==> src/rtl/window_pixel_writer.sv <==
// Writes a raster-ordered pixel stream into the display buffer for the window xL..xR, yU..yD.
// Each accepted pixel yields one registered write with a window-relative linear address and screen coordinates.
module window_pixel_writer #(
   parameter int DATA_W = 12,
   parameter int ADDR_W = 19
) (
   input  logic              clk,
   input  logic              rst_n,
   input  logic              start,
   input  logic              abort,
   input  logic [9:0]        xL,
   input  logic [9:0]        xR,
   input  logic [9:0]        yU,
   input  logic [9:0]        yD,
   input  logic [DATA_W-1:0] pix_data,
   input  logic              pix_valid,
   output logic              pix_ready,
   output logic              wr_en,
   output logic [ADDR_W-1:0] wr_addr,
   output logic [DATA_W-1:0] wr_data,
   output logic [9:0]        wr_x,
   output logic [9:0]        wr_y,
   output logic              busy,
   output logic              done,
   output logic              err,
   output logic [1:0]        dbgState
);

   // Pixel handshake: a pixel transfers on a rising edge where pix_valid && pix_ready;
   // pix_valid may be dropped at any time, pix_ready is high for the whole RUN state.
   typedef enum logic [1:0] {
      IDLE = 2'd0,
      RUN  = 2'd1,
      DONE = 2'd2
   } state_t;

   state_t            state, stateNext;
   logic [9:0]        xLq, xRq, yUq, yDq;
   logic [9:0]        col, row, colNext, rowNext;
   logic [ADDR_W-1:0] addr, addrNext;
   logic              winOk, handshake, lastPix, latchWin, errNext;

   always_comb begin
      stateNext = state;
      colNext   = col;
      rowNext   = row;
      addrNext  = addr;
      latchWin  = 1'b0;
      errNext   = 1'b0;
      winOk     = (xL <= xR) && (yU <= yD) && (xR <= 10'd639) && (yD <= 10'd479);
      handshake = (state == RUN) && pix_valid;
      lastPix   = (col == xRq) && (row == yDq);

      case (state)
         IDLE: begin
            if (start) begin
               latchWin = 1'b1;
               if (winOk) begin
                  stateNext = RUN;
                  colNext   = xL;
                  rowNext   = yU;
                  addrNext  = '0;
               end else begin
                  errNext = 1'b1;
               end
            end
         end
         RUN: begin
            if (handshake) begin
               addrNext = addr + 1'b1;
               if (lastPix) begin
                  stateNext = DONE;
               end else if (col == xRq) begin
                  colNext = xLq;
                  rowNext = row + 10'd1;
               end else begin
                  colNext = col + 10'd1;
               end
            end
            // abort wins over the end-of-window transition, suppressing done
            if (abort) stateNext = IDLE;
         end
         DONE:    stateNext = IDLE;
         default: stateNext = IDLE;
      endcase
   end

   always_ff @(posedge clk or negedge rst_n) begin
      if (!rst_n) begin
         state <= IDLE;
         xLq   <= '0;
         xRq   <= '0;
         yUq   <= '0;
         yDq   <= '0;
         col   <= '0;
         row   <= '0;
         addr  <= '0;
      end else begin
         state <= stateNext;
         col   <= colNext;
         row   <= rowNext;
         addr  <= addrNext;
         if (latchWin) begin
            xLq <= xL;
            xRq <= xR;
            yUq <= yU;
            yDq <= yD;
         end
      end
   end

   // Write port is registered so the buffer sees a clean strobe one edge after the handshake
   always_ff @(posedge clk or negedge rst_n) begin
      if (!rst_n) begin
         wr_en   <= 1'b0;
         wr_addr <= '0;
         wr_data <= '0;
         wr_x    <= '0;
         wr_y    <= '0;
         err     <= 1'b0;
      end else begin
         wr_en <= handshake;
         err   <= errNext;
         if (handshake) begin
            wr_addr <= addr;
            wr_data <= pix_data;
            wr_x    <= col;
            wr_y    <= row;
         end
      end
   end

   assign pix_ready = (state == RUN);
   assign busy      = (state != IDLE);
   assign done      = (state == DONE);
   assign dbgState  = state;

endmodule

==> config.mk <==
export PLATFORM = sky130hd
export DESIGN_NAME = window_pixel_writer
export DESIGN_NICKNAME = d
export VERILOG_FILES = /design/src/rtl/window_pixel_writer.sv
export SDC_FILE = /design/constraint.sdc
export NUM_CORES = 1
export LEC_CHECK = 0
export ABC_CLOCK_PERIOD_IN_PS = 6400
export CAP_MARGIN = 20
export CORE_UTILIZATION = 46
export CTS_CLUSTER_DIAMETER = 80
export DETAILED_ROUTE_END_ITERATION = 8
export GPL_TIMING_DRIVEN = 0
export PLACE_DENSITY = 0.71
export SETUP_SLACK_MARGIN = 0.3
export SYNTH_ARGS = -nofsm -noshare
export SYNTH_HDL_FRONTEND = slang
export SYNTH_SLANG_ARGS = --single-unit
==> constraint.sdc <==
create_clock -name clk -period 6.4 [get_ports clk]
set_clock_uncertainty 0.2 [all_clocks]
set_input_delay 1.28 -clock clk [delete_from_list [all_inputs] [get_ports clk]]
set_output_delay 1.28 -clock clk [all_outputs]
set_load 0.005 [all_outputs]
==> results by group <==
STA
  • Setup TNS Final: 0 ns
  • Share of the clock period used by the worst path after layout: 0.6209
  • Worst setup margin: around 2.4 ns
  • Max_slew headroom: 0.5604
  • Count of final setup violators: 0
  • Final hold vios: 0
  • Highest clock rate: 0.2516 GHz
  • Fin crit period: 3.974 ns
  • RSZ-0062 raised after global routing: no
  • Fin. max-slew vios: 0
  • Transition time of the tightest slew-check pin: around 0.66 ns

Placement
  • Area after DPL: just under 8000 sq um
  • Placed Cells: roughly 1,000
  • Hpwl dp: roughly 12,000 um
  • Pre-CTS setup slack: between 2 and 2.5 ns
  • GPL Wtd Cong: ~0.85
  • Input/output buffers: 114

Synthesis
  • Synth cell types: 56
  • EDFF count, synth: 0
  • Mean cell area of the mapped netlist: 8.960 sq um
  • Ys Warns: 0
  • Top post-synthesis cells by area: dfrtp_1 49%, nand2_1 13%, ha_1 4.5%, xor2_1 3.9%, o21ai_0 3.6%
  • Syn_nets: 787
  • Ys flop type: dfrtp_1
  • Top-area cell type share of the netlist area: 0.4898
  • Synthesized area: 6335 sq um
  • Post-synthesis cell count: slightly above 700
  • Leading area contributor after synthesis: dfrtp_1
  • Ys async rst share: 1.000
  • Flops & latches, synth: 124
  • Sequential area share after synthesis: 0.4898

Worst hold path
  • Type of the worst min-delay path: reg -> reg
  • Hold Crit Start: wr_x[3]
  • Hold depth: 2

Clocking
  • Clock sinks: roughly 120
  • Num CTS Buffers: 17
  • Clock tree buffer depth: 2
  • CTS Root Cell: clkbuf_16
  • Buffers inserted by post-CTS timing repair: 0
  • Htree depth: 4
  • Reg clk slew, reported paths: 0.05 ns
  • Clock latency on the worst-skew pair: about 0.4 ns
  • Post-CTS Resized: 0
  • CTS tree: done
  • Cts-stage hold buffer count: 0

Setup path
  • Setup crit end: col[3]
  • Reg2Reg Depth: 10
  • R2r startpoint: dbgState[1]
  • CP Max Fanout: 10
  • CP endpoint kind: register
  • Reg-to-Reg End: row[1]
  • Req. time, crit path: 6.48 ns
  • Crit path from: yD[5]
  • CP Data Arrival Time: between 4 and 5 ns
  • Critical path class: in -> reg
  • CP Launch Type: input port
  • Worst reg2reg setup slack: 3.63 ns

Floorplan
  • Placement Rows: 42
  • I/O Pins: between 100 and 150
  • Die X: around 120 um
  • Chip height: 119.4 um
  • CORE AREA: between 10,000 and 15,000 sq um
  • Initial Util: 0.4746
  • DIE AREA: ~14,000 sq um

Cells and area
  • Inserted Diodes: 0
  • Area delta synth->final: 32.14%
  • Fill count: 1,146
  • Non-Filler Instances: between 1k and 1.5k
  • Most frequent cells in the layout: 224 x nand2_1, 124 x dfrtp_1, 113 x clkdlybuf4s50_1
  • FF/Latch Area: ~3100 sq um
  • Final Net Count: 921
  • Most common cell after layout, fill and taps aside: nand2_1
  • Final instance area: approximately 8400 sq um
  • Layout cells sized above 1: 0.05275
  • Footprint of the multi-input gates: ~3000 sq um

Power and ir drop
  • VDD IR max: approximately 0.20 mV
  • Leak: just over 4 nW
  • Overall Power: slightly above 0.003 W
  • Ratio of total power to cell area: approximately 360 nW/um^2

Global route
  • GRT overflow: 0
  • Initial antenna violation count: 0
  • Global Route Usage Sum: 0.2348
  • First-pass GRT wire length: approximately 26,000 um
  • Vias in the first global route: roughly 5.3k
  • Largest net degree at the start of global routing: just over 80

Detailed routing
  • Antenna Nets Post-Route: 0
  • Detailed router's first-iteration violation count: around 350
  • DRT Wirelength: around 16,000 um
  • Vias: 5,499
  • Via density: about 5.3
  • Drt first pass iters: 5
  • WL per Instance: between 15 and 20 um
  • DRC Markers: 0

Run status
  • Status: finished, final reports clean

Job
  • Max cap viols: 0
==> flip-flops by register name, indices dropped and copies added (netlist names) <==
name / count
wr_en: 1
err: 1
col: 10
addr: 19
wr_y: 10
wr_x: 10
xLq: 10
dbgState: 2
wr_addr: 19
yDq: 10
row: 10
xRq: 10
wr_data: 12
==> power by group <==
part	leakage, nW	switching (W)	internal (W)
clock network	0.319	0.000326	0.000711
registers	1.57	0.000192	0.000993
logic	2.14	0.000376	0.000434
total	4.03	0.000894	0.00214
==> cell families after synthesis <==
logic type | after synthesis | synth area share
AND/OR/NAND/NOR | 321 | 0.2145
flip-flops | 124 | 0.4898
AO/OA/AOI/OAI | 104 | 0.1116
buffers and inverters | 72 | 0.04405
XOR/XNOR | 37 | 0.05116
multiplexers | 26 | 0.04345
adder cells (fa/ha/maj) | 23 | 0.04543
==> critical path, cell delays in order <==
cell	delay, ns
clkdlybuf4s50_1	0.48
inv_1	0.06
ha_1	0.30
a21oi_1	0.15
o21ai_1	0.10
a2111o_1	0.50
a2111oi_4	0.45
o21bai_1	0.18
buf_4	0.22
mux2_1	0.35
==> Yosys cell counts (3+ instances only) <==
cell         n
nor3b_1      4
mux2_1      11
nand4_1     13
a31oi_1      3
clkbuf_1    25
o211ai_1     4
o21ai_0     45
nor3_1      10
buf_2        3
a21oi_1     11
nand2_1    224
a2bb2oi_1    8
inv_1       35
nor4_1       4
xor2_1      28
mux2i_1     14
nor2b_1      5
ha_1        23
dfrtp_1    124
nand3_1      8
and3_1       8
nor2_1      34
xnor2_1      9
buf_1        5
o2bb2ai_1    6
o221ai_1     4
a21o_1       3
==> per-stage QoR <==
step	hold WS, ns	utilization
after detailed placement	0.2635	0.5787
after CTS	0.2765	0.6271
final	0.2710	0.6271
after floorplan	0.2450	-
after global placement	0.2578	0.5766
after global routing	0.2846	0.6271
==> worst min path at each step <==
stage | end
detailed placement | wr_addr[8]
global placement | wr_data[10]
CTS | wr_addr[8]
finish | wr_x[3]
floorplan | xLq[1]
global route | wr_addr[12]
==> layer usage <==
metal / track usage / vias to the layer above / routed length [um]
met1: 0.3119 / 2666 / 7235
met4: 0.06953 / 0 / 213
li1: - / 2634 / -
met2: 0.3928 / 178 / 7764
met3: 0.04071 / 21 / 817
met5: 0 / - / 0
==> layout make-up <==
class                   instances  area share
clock buffers                  25     0.06158
clock inverters                 6     0.01555
inverters                      37     0.01659
flip-flops and latches        124      0.3707
repair buffers                115      0.1398
well taps                     176     0.02631
multi-input cells             511      0.3528
plain buffers                  35     0.01674
(Power assumes the default switching activity.)
